## config.mk

```make
export PLATFORM = sky130hd
export DESIGN_NAME = alu_acc_ctrl_flat
export DESIGN_NICKNAME = d
export VERILOG_FILES = /design/src/rtl/alu_acc_pkg.sv /design/src/rtl/alu_acc_ctrl_if.sv /design/src/rtl/alu_acc_cmd_fifo.sv /design/src/rtl/alu_acc_ctrl.sv /design/src/flat_wrapper.sv
export SDC_FILE = /design/constraint.sdc
export NUM_CORES = 1
export LEC_CHECK = 0
export ABC_CLOCK_PERIOD_IN_PS = 2200
export CELL_PAD_IN_SITES_DETAIL_PLACEMENT = 1
export CELL_PAD_IN_SITES_GLOBAL_PLACEMENT = 2
export CORE_UTILIZATION = 33
export CTS_CLUSTER_DIAMETER = 50
export CTS_CLUSTER_SIZE = 8
export DETAILED_ROUTE_END_ITERATION = 8
export HOLD_SLACK_MARGIN = 0.02
export PLACE_DENSITY = 0.78
export SYNTH_ARGS = -nofsm -noshare
export SYNTH_HDL_FRONTEND = slang
export SYNTH_SLANG_ARGS = --single-unit
```

## constraint.sdc

```tcl
create_clock -name clk -period 2.2 [get_ports clk]
set_clock_uncertainty 0.15 [all_clocks]
set_input_delay 0.22 -clock clk [delete_from_list [all_inputs] [get_ports clk]]
set_output_delay 0.22 -clock clk [all_outputs]
set_load 0.05 [all_outputs]
```

## src/rtl/alu_acc_pkg.sv

```systemverilog
// Shared opcodes, FSM state encoding, flag-bit positions and command layout for the ALU accumulator controller.
// The optional sticky-overflow output is selected by ALU_ACC_STICKY_EN.
package alu_acc_pkg;

  localparam logic [3:0] OP_ADD  = 4'd0;
  localparam logic [3:0] OP_ADC  = 4'd1;
  localparam logic [3:0] OP_SUB  = 4'd2;
  localparam logic [3:0] OP_SBC  = 4'd3;
  localparam logic [3:0] OP_INC  = 4'd4;
  localparam logic [3:0] OP_DEC  = 4'd5;
  localparam logic [3:0] OP_NEG  = 4'd6;
  localparam logic [3:0] OP_PASA = 4'd7;
  localparam logic [3:0] OP_PASB = 4'd8;
  localparam logic [3:0] OP_AND  = 4'd9;
  localparam logic [3:0] OP_OR   = 4'd10;
  localparam logic [3:0] OP_NOT  = 4'd11;
  localparam logic [3:0] OP_XOR  = 4'd12;

  // Bit positions inside res_flags = {carry, overflow, zero, negative}
  localparam int FLAG_C = 3;
  localparam int FLAG_V = 2;
  localparam int FLAG_Z = 1;
  localparam int FLAG_N = 0;

  localparam int CMD_W = 9;

  typedef enum logic [1:0] {
    ST_IDLE = 2'd0,
    ST_EXEC = 2'd1,
    ST_WB   = 2'd2
  } state_t;

  typedef struct packed {
    logic       load;
    logic [3:0] op;
    logic [3:0] data;
  } cmd_t;

  function automatic logic [3:0] load_flags(input logic [3:0] d);
    logic [3:0] f;
    f         = '0;
    f[FLAG_Z] = (d == 4'd0);
    f[FLAG_N] = d[3];
    return f;
  endfunction

endpackage

```

## src/rtl/alu_acc_ctrl_if.sv

```systemverilog
// Command and result channels of the ALU accumulator controller (valid/ready on both).
// master = command source / result sink, slave = the controller.
interface alu_acc_ctrl_if;
  logic       cmd_valid;
  logic       cmd_ready;
  logic [3:0] cmd_op;
  logic [3:0] cmd_data;
  logic       cmd_load;
  logic       res_valid;
  logic       res_ready;
  logic [3:0] res_data;
  logic [3:0] res_flags;

  modport master (
    output cmd_valid, cmd_op, cmd_data, cmd_load, res_ready,
    input  cmd_ready, res_valid, res_data, res_flags
  );

  modport slave (
    input  cmd_valid, cmd_op, cmd_data, cmd_load, res_ready,
    output cmd_ready, res_valid, res_data, res_flags
  );
endinterface

```

## src/rtl/alu_acc_cmd_fifo.sv

```systemverilog
// Command FIFO: registered pointers, one-cycle write-to-read latency; push ignored when full, pop ignored when empty.
// Backpressure: full_o drops the upstream ready; no pass-through when full.
module alu_acc_cmd_fifo
  import alu_acc_pkg::*;
#(
  parameter int DEPTH = 4,
  parameter int WIDTH = CMD_W
) (
  input  logic             clk,
  input  logic             rst_n,
  input  logic             push_i,
  input  logic [WIDTH-1:0] push_dat_i,
  input  logic             pop_i,
  output logic [WIDTH-1:0] pop_dat_o,
  output logic             full_o,
  output logic             empty_o
);

  localparam int AW = $clog2(DEPTH);
  localparam logic [AW-1:0] PTR_ONE  = 1;
  localparam logic [AW:0]   CNT_ONE  = 1;
  localparam logic [AW:0]   CNT_FULL = (AW+1)'(DEPTH);

  logic [WIDTH-1:0] mem_q [DEPTH];
  logic [AW-1:0]    wr_ptr_q, wr_ptr_d, rd_ptr_q, rd_ptr_d;
  logic [AW:0]      count_q, count_d;
  logic             push, pop;

  assign full_o    = (count_q == CNT_FULL);
  assign empty_o   = (count_q == '0);
  assign push      = push_i & ~full_o;
  assign pop       = pop_i & ~empty_o;
  assign pop_dat_o = mem_q[rd_ptr_q];

  // Power-of-two depth lets the pointers wrap by natural overflow
  always_comb begin
    wr_ptr_d = wr_ptr_q;
    rd_ptr_d = rd_ptr_q;
    count_d  = count_q;
    if (push) wr_ptr_d = wr_ptr_q + PTR_ONE;
    if (pop)  rd_ptr_d = rd_ptr_q + PTR_ONE;
    case ({push, pop})
      2'b10:   count_d = count_q + CNT_ONE;
      2'b01:   count_d = count_q - CNT_ONE;
      default: count_d = count_q;
    endcase
  end

  always_ff @(posedge clk or negedge rst_n) begin
    if (!rst_n) begin
      wr_ptr_q <= '0;
      rd_ptr_q <= '0;
      count_q  <= '0;
    end else begin
      wr_ptr_q <= wr_ptr_d;
      rd_ptr_q <= rd_ptr_d;
      count_q  <= count_d;
    end
  end

  always_ff @(posedge clk) begin
    if (push) mem_q[wr_ptr_q] <= push_dat_i;
  end

endmodule

```

## src/rtl/alu_acc_ctrl.sv

```systemverilog
// Accumulator controller feeding an external 4-bit ALU; result valid 2 edges after cmd accept, one cmd per 3 cycles.
// Backpressure: WB holds the result until res_ready; cmd_ready = !fifo_full. Optional sticky_ovf_o under ALU_ACC_STICKY_EN.
module alu_acc_ctrl
  import alu_acc_pkg::*;
#(
  parameter int FIFO_DEPTH = 4
) (
  input  logic                 clk,
  input  logic                 rst_n,
  alu_acc_ctrl_if.slave        bus,
  output logic [3:0]           alu_a_o,
  output logic [3:0]           alu_b_o,
  output logic [3:0]           alu_op_o,
  input  logic [3:0]           alu_result_i,
  input  logic                 alu_carry_i,
  input  logic                 alu_overflow_i,
  input  logic                 alu_zero_i,
  input  logic                 alu_negative_i,
  output logic [3:0]           acc_o
`ifdef ALU_ACC_STICKY_EN
  ,
  output logic                 sticky_ovf_o
`endif
);

  state_t     state_q, state_d;
  cmd_t       cmd_q, cmd_d;
  cmd_t       push_cmd, fifo_head;
  logic [3:0] acc_q, acc_d;
  logic [3:0] res_data_q, res_data_d;
  logic [3:0] res_flags_q, res_flags_d;
  logic       res_valid_q, res_valid_d;
  logic [3:0] alu_flags;
  logic       fifo_full, fifo_empty, pop;

  assign push_cmd = '{load: bus.cmd_load, op: bus.cmd_op, data: bus.cmd_data};

  alu_acc_cmd_fifo #(
    .DEPTH (FIFO_DEPTH),
    .WIDTH (CMD_W)
  ) u_fifo (
    .clk        (clk),
    .rst_n      (rst_n),
    .push_i     (bus.cmd_valid),
    .push_dat_i (push_cmd),
    .pop_i      (pop),
    .pop_dat_o  (fifo_head),
    .full_o     (fifo_full),
    .empty_o    (fifo_empty)
  );

  assign alu_flags[FLAG_C] = alu_carry_i;
  assign alu_flags[FLAG_V] = alu_overflow_i;
  assign alu_flags[FLAG_Z] = alu_zero_i;
  assign alu_flags[FLAG_N] = alu_negative_i;

  always_comb begin
    state_d     = state_q;
    cmd_d       = cmd_q;
    acc_d       = acc_q;
    res_data_d  = res_data_q;
    res_flags_d = res_flags_q;
    res_valid_d = res_valid_q;
    pop         = 1'b0;
    case (state_q)
      ST_IDLE: begin
        if (!fifo_empty) begin
          pop     = 1'b1;
          cmd_d   = fifo_head;
          state_d = ST_EXEC;
        end
      end
      ST_EXEC: begin
        if (cmd_q.load) begin
          acc_d       = cmd_q.data;
          res_data_d  = cmd_q.data;
          res_flags_d = load_flags(cmd_q.data);
        end else begin
          acc_d       = alu_result_i;
          res_data_d  = alu_result_i;
          res_flags_d = alu_flags;
        end
        res_valid_d = 1'b1;
        state_d     = ST_WB;
      end
      ST_WB: begin
        if (bus.res_ready) begin
          res_valid_d = 1'b0;
          state_d     = ST_IDLE;
        end
      end
      default: state_d = ST_IDLE;
    endcase
  end

  always_ff @(posedge clk or negedge rst_n) begin
    if (!rst_n) begin
      state_q     <= ST_IDLE;
      cmd_q       <= '0;
      acc_q       <= '0;
      res_data_q  <= '0;
      res_flags_q <= '0;
      res_valid_q <= 1'b0;
    end else begin
      state_q     <= state_d;
      cmd_q       <= cmd_d;
      acc_q       <= acc_d;
      res_data_q  <= res_data_d;
      res_flags_q <= res_flags_d;
      res_valid_q <= res_valid_d;
    end
  end

`ifdef ALU_ACC_STICKY_EN
  logic sticky_q, sticky_d;

  // A load is the only way to clear; it never reports overflow itself
  always_comb begin
    sticky_d = sticky_q;
    if (state_q == ST_EXEC) begin
      if (cmd_q.load)          sticky_d = 1'b0;
      else if (alu_overflow_i) sticky_d = 1'b1;
    end
  end

  always_ff @(posedge clk or negedge rst_n) begin
    if (!rst_n) sticky_q <= 1'b0;
    else        sticky_q <= sticky_d;
  end

  assign sticky_ovf_o = sticky_q;
`endif

  assign bus.cmd_ready = ~fifo_full;
  assign bus.res_valid = res_valid_q;
  assign bus.res_data  = res_data_q;
  assign bus.res_flags = res_flags_q;
  assign alu_a_o       = acc_q;
  assign alu_b_o       = cmd_q.data;
  assign alu_op_o      = cmd_q.op;
  assign acc_o         = acc_q;

endmodule

```

## src/flat_wrapper.sv

```systemverilog
// flat-port wrapper written by rule: the top's interface ports become plain ports
module alu_acc_ctrl_flat import alu_acc_pkg::*;
#(
  parameter int FIFO_DEPTH = 4
)
  (clk, rst_n, alu_a_o, alu_b_o, alu_op_o, alu_result_i, alu_carry_i, alu_overflow_i, alu_zero_i, alu_negative_i, acc_o, bus_cmd_valid, bus_cmd_op, bus_cmd_data, bus_cmd_load, bus_res_ready, bus_cmd_ready, bus_res_valid, bus_res_data, bus_res_flags);
  alu_acc_ctrl_if bus_i ();
  input  logic clk;
  input  logic rst_n;
  output logic [3:0] alu_a_o;
  output logic [3:0] alu_b_o;
  output logic [3:0] alu_op_o;
  input  logic [3:0] alu_result_i;
  input  logic alu_carry_i;
  input  logic alu_overflow_i;
  input  logic alu_zero_i;
  input  logic alu_negative_i;
  output logic [3:0] acc_o;
  input wire logic [$bits(bus_i.cmd_valid)-1:0] bus_cmd_valid;
  input wire logic [$bits(bus_i.cmd_op)-1:0] bus_cmd_op;
  input wire logic [$bits(bus_i.cmd_data)-1:0] bus_cmd_data;
  input wire logic [$bits(bus_i.cmd_load)-1:0] bus_cmd_load;
  input wire logic [$bits(bus_i.res_ready)-1:0] bus_res_ready;
  output wire logic [$bits(bus_i.cmd_ready)-1:0] bus_cmd_ready;
  output wire logic [$bits(bus_i.res_valid)-1:0] bus_res_valid;
  output wire logic [$bits(bus_i.res_data)-1:0] bus_res_data;
  output wire logic [$bits(bus_i.res_flags)-1:0] bus_res_flags;
  assign bus_i.cmd_valid = bus_cmd_valid;
  assign bus_i.cmd_op = bus_cmd_op;
  assign bus_i.cmd_data = bus_cmd_data;
  assign bus_i.cmd_load = bus_cmd_load;
  assign bus_i.res_ready = bus_res_ready;
  assign bus_cmd_ready = bus_i.cmd_ready;
  assign bus_res_valid = bus_i.res_valid;
  assign bus_res_data = bus_i.res_data;
  assign bus_res_flags = bus_i.res_flags;
  alu_acc_ctrl #(.FIFO_DEPTH(FIFO_DEPTH)) u_core (.clk(clk), .rst_n(rst_n), .bus(bus_i), .alu_a_o(alu_a_o), .alu_b_o(alu_b_o), .alu_op_o(alu_op_o), .alu_result_i(alu_result_i), .alu_carry_i(alu_carry_i), .alu_overflow_i(alu_overflow_i), .alu_zero_i(alu_zero_i), .alu_negative_i(alu_negative_i), .acc_o(acc_o));
endmodule
```

==> impl_metrics.toml, run 1 <==
[status]
outcome = "finished, final reports clean"

[setup_path]
start_kind = "flip-flop"
reg2reg_slack_ns = 0.09
reg2reg_to = "u_core.u_fifo.count_q[2]$_DFFE_PN0P_"
endpoint_kind = "flip-flop"
critPathMaxFanout = 2
crit_chain = "or3b_4, and2_4, inv_4, ha_4, inv_2, fa_2, xor2_1, nor2_1, xor2_1"
timing.rr.start = "u_core.u_fifo.count_q[0]$_DFFE_PN0P_"
arrival_ns = 2.22
critical_path.slowest_cell = "or3b_4"
crit_top_cell = "xor2_1"
r2r_cells = 9
required_ns = 2.31
crit_type = "reg -> reg"
cp_slowest_stage_delay_ns = 0.40

[cts]
insertion_delay_ns = 0.34
cts_hold_buf = 0
cts_max_level = 3
cts.sinks = 63
cts_made_buffers = 9
clock-root-buffer = "clkbuf_8"
cts_buffer_depth = 2
tritoncts = "built"
clk_pin_slew_ns = 0.07

[global_route]
antenna_found_initial = 0
track_usage_pct = 13.8
first_global_vias = 1546
grt_pass1_wl_um = 8330
grt_max_degree = 28
overflow = 0

[routing]
ant_nets = 0
wl_per_cell_um = 15.9
first_iter_violations = 83
vias = 1462
drc = 0
drtPass1Iterations = 4
vias_per_cell = 4.58
wl_um = 5070

[finish]
antenna_cells = 0
seq_area_um2 = 1760
syn_to_final_growth_pct = 28.9
fillers = 792
final_cell_count_no_fill = 319
multi_input_area_um2 = 748
fin_nets = 239
layout-drive-gt1-share_pct = 26.7
fin_area_um2 = 3420

[synthesis]
synth_edf_count = 36
yosysSeqAreaShare_pct = 66.1
synthDistinctLibCells = 26
synth.avg_cell_area_um2 = 16.1
synth_ff_type = "edfxtp_1"
async_reset_ff_share_pct = 42.9
synth_fp_nets = 192
synth-seq-cells = 63
netlist_area_um2 = 2660
yosys_warnings = 0
synth_cells = 165

[floorplan]
core_area_um2 = 7770
start_util_pct = 34.2
die_x_um = 91.7
die_area_um2 = 8410
num_rows = 32
die_y_um = 91.7
io_pins = 47

[place]
placed_cell_area_um2 = 3180
hpwl_um = 3410
post-place-ws_ns = 0.00266
place_congestion = 0.719
io_buffers = 46
numPlacedInstances = 301

[power]
combPwrFrac_pct = 46.8
irDropWorstVdd_mv = 0.568
clockPowerShare_pct = 19.5
p_int_mw = 3.49
leakagePower_nw = 1.32
p_seq_share_pct = 33.7
p_switching_mw = 2.27
power.density_nw_per_um2 = 1680
power.share.switching_pct = 39.4

[timing]
fin_crit_sh_pct = 95.9
setup_viol_count_final = 0
setup_ws_ns = 0.0905
finalCriticalPeriod_ns = 2.11
fmax_mhz = 474
report.final.slew_viol_count = 0
hold_viol = 0
fin_hold_ws_ns = 0.111
slew_headroom_pct = 65.6
tightest_slew_ns = 0.516

[flow_run]
drv_cap = 0

[min_path]
hp-class = "in -> async"
layer usage:
metal | global-route usage (%) | share of wire (%) | wire length [um]
met5 | 0 | 0 | 0
met3 | 4.81 | 5.6 | 285
met1 | 17.0 | 44 | 2210
met2 | 21.6 | 49 | 2490
met4 | 6.64 | 1.7 | 85
final cells by class:
class	instances	area share (%)
timing repair buffer	57	15.8
clock buffer	11	4.13
multi-input combinational	74	21.8
clock inverter	5	2.37
inverter	7	0.840
sequential	63	51.3
tap	102	3.73
critical path, delay by kind of cell, from the launching register on:
kind                     cells  cell delay [ns]
AND/OR/NAND/NOR              3             0.68
flip-flops                   1             0.38
XOR/XNOR                     2             0.30
buffers and inverters        2             0.08
adder cells (fa/ha/maj)      2             0.44
stage by stage:
step                      total power [mW]  util (%)  setup TNS [ns]
after detailed placement              4.67      40.9               0
after CTS                             5.82      43.9               0
after floorplan                       3.99         -         -0.0365
final                                 5.76      44.1               0
after global routing                  6.10      44.1        -0.00684
after global placement                4.59      40.9               0
sequential cells by signal (all words and copies together), names as in the netlist:
name and count:
u_core.alu_b_o 4, u_core.u_fifo.rd_ptr_q 2, u_core.acc_o 4, u_core.bus.res_valid 1, u_core.u_fifo.count_q 3, u_core.cmd_q 1
u_core.state_q 2, u_core.u_fifo.wr_ptr_q 2, u_core.bus.res_flags 4, u_core.alu_op_o 4, u_core.u_fifo.mem_q 36
synth_stat cells, types with 2 or more instances:
library cell | instances | area share (%)
and3_2 | 4 | 1.1
edfxtp_1 | 36 | 41
mux2_2 | 9 | 3.8
ha_1 | 5 | 2.4
nand2_1 | 8 | 1.1
xor2_1 | 3 | 0.99
clkbuf_1 | 2 | 0.28
o21ai_0 | 10 | 1.9
mux4_2 | 9 | 7.6
mux2i_1 | 7 | 2.6
dfrtp_1 | 27 | 25
nor2_1 | 2 | 0.28
xnor2_1 | 3 | 0.99
nor3_1 | 3 | 0.57
inv_1 | 7 | 0.99
nand2b_1 | 4 | 0.94
buf_4 | 17 | 4.8
cell families (layout without fill, tap and decap cells):
logic type / count (synthesis) / count (layout) / share of synthesized area (%)
XOR/XNOR: 6 / 6 / 1.98
AO/OA/AOI/OAI: 11 / 11 / 2.07
flip-flops: 63 / 63 / 66.1
AND/OR/NAND/NOR: 25 / 25 / 5.42
adder cells (fa/ha/maj): 6 / 6 / 3.11
buffers and inverters: 28 / 80 / 6.64
multiplexers: 26 / 26 / 14.6
power groups by stage:
stage          sequential (mW)  combinational (mW)  clock [mW]
2_1_floorplan             2.12                1.87           0
3_3_place_gp              1.96                2.64           0
3_5_place_dp              1.98                2.70           0
4_1_cts                   1.96                2.72        1.15
5_1_grt                   2.00                2.89        1.21
6_report                  1.94                2.69        1.12
what timing repair did:
| action | CTS | global route |
|---|---|---|
| gates resized for setup | 0 | 2 |
| buffers inserted | 1 | 1 |
| pin swaps | 2 | 4 |
| setup endpoints to repair | 1 | 2 |
worst max-delay path by stage:
stage / to / from
floorplan: u_core.u_fifo.count_q[2]$_DFFE_PN0P_ / u_core.u_fifo.count_q[0]$_DFFE_PN0P_
global placement: u_core.u_fifo.count_q[2]$_DFFE_PN0P_ / u_core.u_fifo.count_q[1]$_DFFE_PN0P_
detailed placement: u_core.u_fifo.count_q[2]$_DFFE_PN0P_ / u_core.u_fifo.count_q[1]$_DFFE_PN0P_
CTS: u_core.u_fifo.count_q[2]$_DFFE_PN0P_ / u_core.u_fifo.count_q[1]$_DFFE_PN0P_
global route: u_core.u_fifo.count_q[2]$_DFFE_PN0P_ / u_core.u_fifo.count_q[1]$_DFFE_PN0P_
finish: u_core.u_fifo.count_q[2]$_DFFE_PN0P_ / u_core.u_fifo.count_q[0]$_DFFE_PN0P_
cells in the final DEF, fill, tap and decap left out, types with 5 or more instances in the layout:
cell / instances
clkdlybuf4s50_1: 45
edfxtp_1: 36
dfrtp_1: 27
buf_4: 12
o21ai_0: 10
clkbuf_8: 10
mux4_2: 9
mux2_2: 9
nand2_1: 8
mux2i_1: 7
inv_1: 5
Power figures use the tool's default switching activity.
==> run 2: changes to the inputs <==
--- a/config.mk
+++ b/config.mk
@@ -8,12 +8,12 @@
 export ABC_CLOCK_PERIOD_IN_PS = 2200
 export CELL_PAD_IN_SITES_DETAIL_PLACEMENT = 1
 export CELL_PAD_IN_SITES_GLOBAL_PLACEMENT = 2
-export CORE_UTILIZATION = 33
+export CORE_UTILIZATION = 30
 export CTS_CLUSTER_DIAMETER = 50
 export CTS_CLUSTER_SIZE = 8
 export DETAILED_ROUTE_END_ITERATION = 8
 export HOLD_SLACK_MARGIN = 0.02
-export PLACE_DENSITY = 0.78
+export PLACE_DENSITY = 0.72
 export SYNTH_ARGS = -nofsm -noshare
 export SYNTH_HDL_FRONTEND = slang
 export SYNTH_SLANG_ARGS = --single-unit
==> run 2 against run 1 <==
  * Non-clock buffer count unchanged
  * Clock power down 15%
  * Sequential power about the same
  * Highest routed layer unchanged
==> impl_metrics.toml, run 2 (synthesis gave the netlist of run 1 again) <==
[status]
outcome = "finished, final reports clean"

[setup_path]
reg2reg_to = "u_core.u_fifo.count_q[2]$_DFFE_PN0P_"
required_ns = 2.32
crit_start = "u_core.u_fifo.count_q[0]$_DFFE_PN0P_"
reg2reg_slack_ns = 0.04
start_kind = "flip-flop"
setup.worst_path.end = "u_core.u_fifo.count_q[2]$_DFFE_PN0P_"
crit_chain = "or3b_4, and2_4, inv_2, ha_4, inv_2, fa_2, xor2_1, nor2_1, xor2_1"
critical_path.slowest_cell = "or3b_4"
arrival_ns = 2.28
crit_type = "reg -> reg"
r2r_cells = 9
critPathMaxFanout = 2
endpoint_kind = "flip-flop"
cp_slowest_stage_delay_ns = 0.41
timing.rr.start = "u_core.u_fifo.count_q[0]$_DFFE_PN0P_"

[floorplan]
num_rows = 33
core_area_um2 = 8380
die_x_um = 96.1
io_pins = 47
die_y_um = 96.1
die_area_um2 = 9230
start_util_pct = 31.7

[cts]
cts_made_buffers = 9
cts_hold_buf = 0
cts.sinks = 63
insertion_delay_ns = 0.34
cts_max_level = 3
clock-root-buffer = "clkbuf_8"
tritoncts = "built"
cts_buffer_depth = 2
cts_resized = 0
clk_pin_slew_ns = 0.08

[global_route]
first_global_vias = 1560
grt_pass1_wl_um = 8250
antenna_found_initial = 0
grt_max_degree = 28
overflow = 0
track_usage_pct = 12.8

[timing]
rsz0062_at_grt = "yes"
tightest_slew_ns = 0.518
setup_ws_ns = 0.0426
finalCriticalPeriod_ns = 2.16
setup_viol_count_final = 0
fmax_mhz = 464
hold_viol = 0
fin_crit_sh_pct = 98.1
report.final.slew_viol_count = 0
slew_headroom_pct = 65.4
tns_ns = 0

[finish]
mostFrequentLayoutCells = "clkdlybuf4s50_1 (45), edfxtp_1 (36), dfrtp_1 (27), buf_4 (12), o21ai_0 (10)"
antenna_cells = 0
syn_to_final_growth_pct = 27.4
largest_reg_flops = 36
layout-drive-gt1-share_pct = 26.7
post-route-util_pct = 40.4
fin_nets = 239
regMostFlops = "u_core.u_fifo.mem_q"
final_common_cell = "clkdlybuf4s50_1"
final_cell_count_no_fill = 322

[routing]
wl_per_cell_um = 15.8
drc = 0
ant_nets = 0
vias_per_cell = 4.48
first_iter_violations = 81
vias = 1444
drtPass1Iterations = 2
wl_um = 5080

[power]
combPwrFrac_pct = 48.2
power.share.switching_pct = 41.7
clockPowerShare_pct = 17.2
irDropWorstVdd_mv = 0.537
fin_total_pwr_mw = 5.56
p_seq_share_pct = 34.7
power.density_nw_per_um2 = 1640
p_int_mw = 3.24
p_switching_mw = 2.32
leakagePower_nw = 1.30

[min_path]
hp-class = "in -> async"

[place]
io_buffers = 46
numPlacedInstances = 303
place_congestion = 0.668
post-place-ws_ns = 0.00771
hpwl_um = 3330

[flow_run]
drv_cap = 0
==> run 2: how the worst min path moves through the flow <==
stage	end	slack (ns)	cells after the start
after floorplan	u_core.acc_o[0]$_DFFE_PN0P_	-0.23	0
after global placement	u_core.bus.res_flags[3]$_DFFE_PN0P_	0.31	2
after detailed placement	u_core.bus.res_flags[3]$_DFFE_PN0P_	0.32	2
after CTS	u_core.alu_op_o[3]$_DFFE_PN0P_	0.12	2
after global routing	u_core.alu_op_o[1]$_DFFE_PN0P_	0.16	2
final	u_core.alu_op_o[1]$_DFFE_PN0P_	0.10	2
==> run 2: power groups by stage <==
stage | logic, mW | registers, mW | clock network (mW)
2_1_floorplan | 1.87 | 2.12 | 0
3_3_place_gp | 2.65 | 1.95 | 0
3_5_place_dp | 2.68 | 1.97 | 0
4_1_cts | 2.69 | 1.95 | 0.981
5_1_grt | 2.88 | 2.00 | 1.04
6_report | 2.68 | 1.93 | 0.953
==> run 2: what timing repair did <==
item	4_1_cts	5_1_grt
pin swaps	1	5
setup endpoints to repair	1	1
setup buffers	0	3
==> run 2: critical path, delay by kind of cell (launching register included) <==
| kind | cells | cell delay [ns] |
|---|---|---|
| adder cells (fa/ha/maj) | 2 | 0.44 |
| AND/OR/NAND/NOR | 3 | 0.70 |
| buffers and inverters | 2 | 0.09 |
| flip-flops | 1 | 0.39 |
| XOR/XNOR | 2 | 0.32 |
==> run 2: area by class of cell <==
| type | count | area, um^2 |
|---|---|---|
| Timing Repair Buffer | 57 | 541 |
| Inverter | 7 | 26.3 |
| Tap cell | 105 | 131 |
| Clock inverter | 7 | 62.6 |
| Clock buffer | 9 | 124 |
| Fill cell | 871 | 5000 |
| Sequential cell | 63 | 1760 |
| Multi-Input combinational cell | 74 | 743 |
==> run 2: metal layers <==
layer	track usage [%]	share of wire, %	up-vias
met4	5.97	1.2	0
met2	19.6	48	41
met5	0	0	-
met3	3.55	5.2	5
li1	-	-	679
met1	16.7	46	719
==> run 2: per-stage QoR <==
stage | cell area, um^2 | hold slack (ns)
floorplan | 2670 | -0.226
global placement | 3180 | 0.314
detailed placement | 3180 | 0.323
CTS | 3360 | 0.121
global route | 3380 | 0.155
finish | 3380 | 0.104
==> run 3: changes to the inputs <==
--- a/config.mk
+++ b/config.mk
@@ -6,14 +6,12 @@
 export NUM_CORES = 1
 export LEC_CHECK = 0
 export ABC_CLOCK_PERIOD_IN_PS = 2200
-export CELL_PAD_IN_SITES_DETAIL_PLACEMENT = 1
-export CELL_PAD_IN_SITES_GLOBAL_PLACEMENT = 2
 export CORE_UTILIZATION = 30
 export CTS_CLUSTER_DIAMETER = 50
 export CTS_CLUSTER_SIZE = 8
 export DETAILED_ROUTE_END_ITERATION = 8
 export HOLD_SLACK_MARGIN = 0.02
-export PLACE_DENSITY = 0.72
+export PLACE_DENSITY = 0.56
 export SYNTH_ARGS = -nofsm -noshare
 export SYNTH_HDL_FRONTEND = slang
 export SYNTH_SLANG_ARGS = --single-unit
==> run 3 against run 2 <==
  * Die area did not move
  * Utilization decreased by 0.13 points
  * Setup slack improved by 0.066 ns
  * Sequential share of layout area up 0.17 points
  * Critical path type unchanged
  * Critical endpoint unchanged
==> impl_metrics.toml, run 3 (synthesis gave the netlist of run 1 again) <==
[cts]
cts_made_buffers = 9
cts_buffer_depth = 2
cts_max_level = 3
insertion_delay_ns = 0.33
clock-root-buffer = "clkbuf_8"
clk_pin_slew_ns = 0.06
tritoncts = "built"
cts.sinks = 63
cts_hold_buf = 0

[floorplan]
num_rows = 33
die_x_um = 96.1
io_pins = 47
die_y_um = 96.1
core_area_um2 = 8380
die_area_um2 = 9230
start_util_pct = 31.7

[setup_path]
arrival_ns = 2.20
crit_type = "reg -> reg"
endpoint_kind = "flip-flop"
start_kind = "flip-flop"
required_ns = 2.31
reg2reg_slack_ns = 0.11
critPathMaxFanout = 2

[place]
numPlacedInstances = 304
io_buffers = 46
place_congestion = 0.686

[finish]
mostFrequentLayoutCells = "clkdlybuf4s50_1 (45), edfxtp_1 (36), dfrtp_1 (27), buf_4 (11), o21ai_0 (10)"
largest_reg_flops = 36
layout-drive-gt1-share_pct = 25.0
final_cell_count_no_fill = 321
antenna_cells = 0
regMostFlops = "u_core.u_fifo.mem_q"
fin_nets = 238
final_common_cell = "clkdlybuf4s50_1"
syn_to_final_growth_pct = 27.0
post-route-util_pct = 40.2

[timing]
tightest_slew_ns = 0.534
fmax_mhz = 478
fin_crit_sh_pct = 95.1
finalCriticalPeriod_ns = 2.09
fin_hold_ws_ns = 0.129
slew_headroom_pct = 64.4
setup_viol_count_final = 0
rsz0062_at_grt = "no"
hold_viol = 0
report.final.slew_viol_count = 0

[routing]
first_iter_violations = 41
wl_per_cell_um = 14.8
vias = 1420
drtPass1Iterations = 4
vias_per_cell = 4.42
drc = 0
ant_nets = 0
wl_um = 4750

[global_route]
grt_pass1_wl_um = 7510
track_usage_pct = 11.6
overflow = 0
first_global_vias = 1402
antenna_found_initial = 0
grt_max_degree = 28

[power]
power.density_nw_per_um2 = 1640
fin_total_pwr_mw = 5.52
irDropWorstVdd_mv = 0.705
leakagePower_nw = 1.30

[status]
outcome = "finished, final reports clean"

[flow_run]
drv_cap = 0

[min_path]
hp-class = "in -> async"
-- run 3: layout make-up --
type / instances / area (um^2)
clock buffers: 11 / 131
clock inverters: 5 / 48.8
fillers: 780 / 5010
inverters: 7 / 28.8
multi-input cells: 74 / 743
flip-flops and latches: 63 / 1760
well taps: 105 / 131
repair buffers: 56 / 533
-- run 3: final timing paths --
check,startpoint,to,cells after the start
worst max register to register,u_core.u_fifo.count_q[0]$_DFFE_PN0P_,u_core.u_fifo.count_q[2]$_DFFE_PN0P_,9
worst max-delay path,u_core.u_fifo.count_q[0]$_DFFE_PN0P_,u_core.u_fifo.count_q[2]$_DFFE_PN0P_,9
worst min register to register,u_core.bus.res_flags[1]$_DFFE_PN0P_,u_core.bus.res_flags[1]$_DFFE_PN0P_,2
min in group clk,alu_carry_i,u_core.bus.res_flags[3]$_DFFE_PN0P_,3
worst min-delay path,rst_n,u_core.u_fifo.count_q[0]$_DFFE_PN0P_,2
max in group asynchronous,rst_n,u_core.acc_o[3]$_DFFE_PN0P_,2
-- run 3: where the power goes --
| part | switching (mW) | internal [mW] | total [mW] | leakage [nW] |
|---|---|---|---|---|
| registers | 0.268 | 1.66 | 1.93 | 0.653 |
| clock network | 0.414 | 0.514 | 0.928 | 0.0945 |
| logic | 1.52 | 1.14 | 2.67 | 0.548 |
-- run 3: repair_timing --
item	in CTS	in global routing
gates resized for setup	0	1
buffers inserted	0	1
setup endpoints to repair	0	1
-- run 3: through the flow --
step | setup TNS (ns) | setup WS, ns | instance area [um^2]
2_1_floorplan | -0.0365 | -0.0365 | 2670
3_3_place_gp | 0 | 0.0632 | 3180
3_5_place_dp | 0 | 0.0238 | 3180
4_1_cts | 0 | 0.00874 | 3360
5_1_grt | 0 | 0.0211 | 3370
6_report | 0 | 0.108 | 3370
-- run 3: routing by layer --
| metal | global-route usage (%) | routed length [um] |
|---|---|---|
| met1 | 14.6 | 2160 |
| met2 | 18.2 | 2180 |
| met3 | 5.06 | 346 |
| met4 | 3.36 | 63 |
| met5 | 0 | 0 |
-- run 3: worst max-delay path, stage by stage (launching register included) --
cell	delay [ns]
dfrtp_1	0.38
or3b_4	0.40
and2_4	0.16
inv_4	0.05
ha_4	0.12
inv_2	0.04
fa_2	0.33
xor2_1	0.15
nor2_1	0.11
xor2_1	0.14
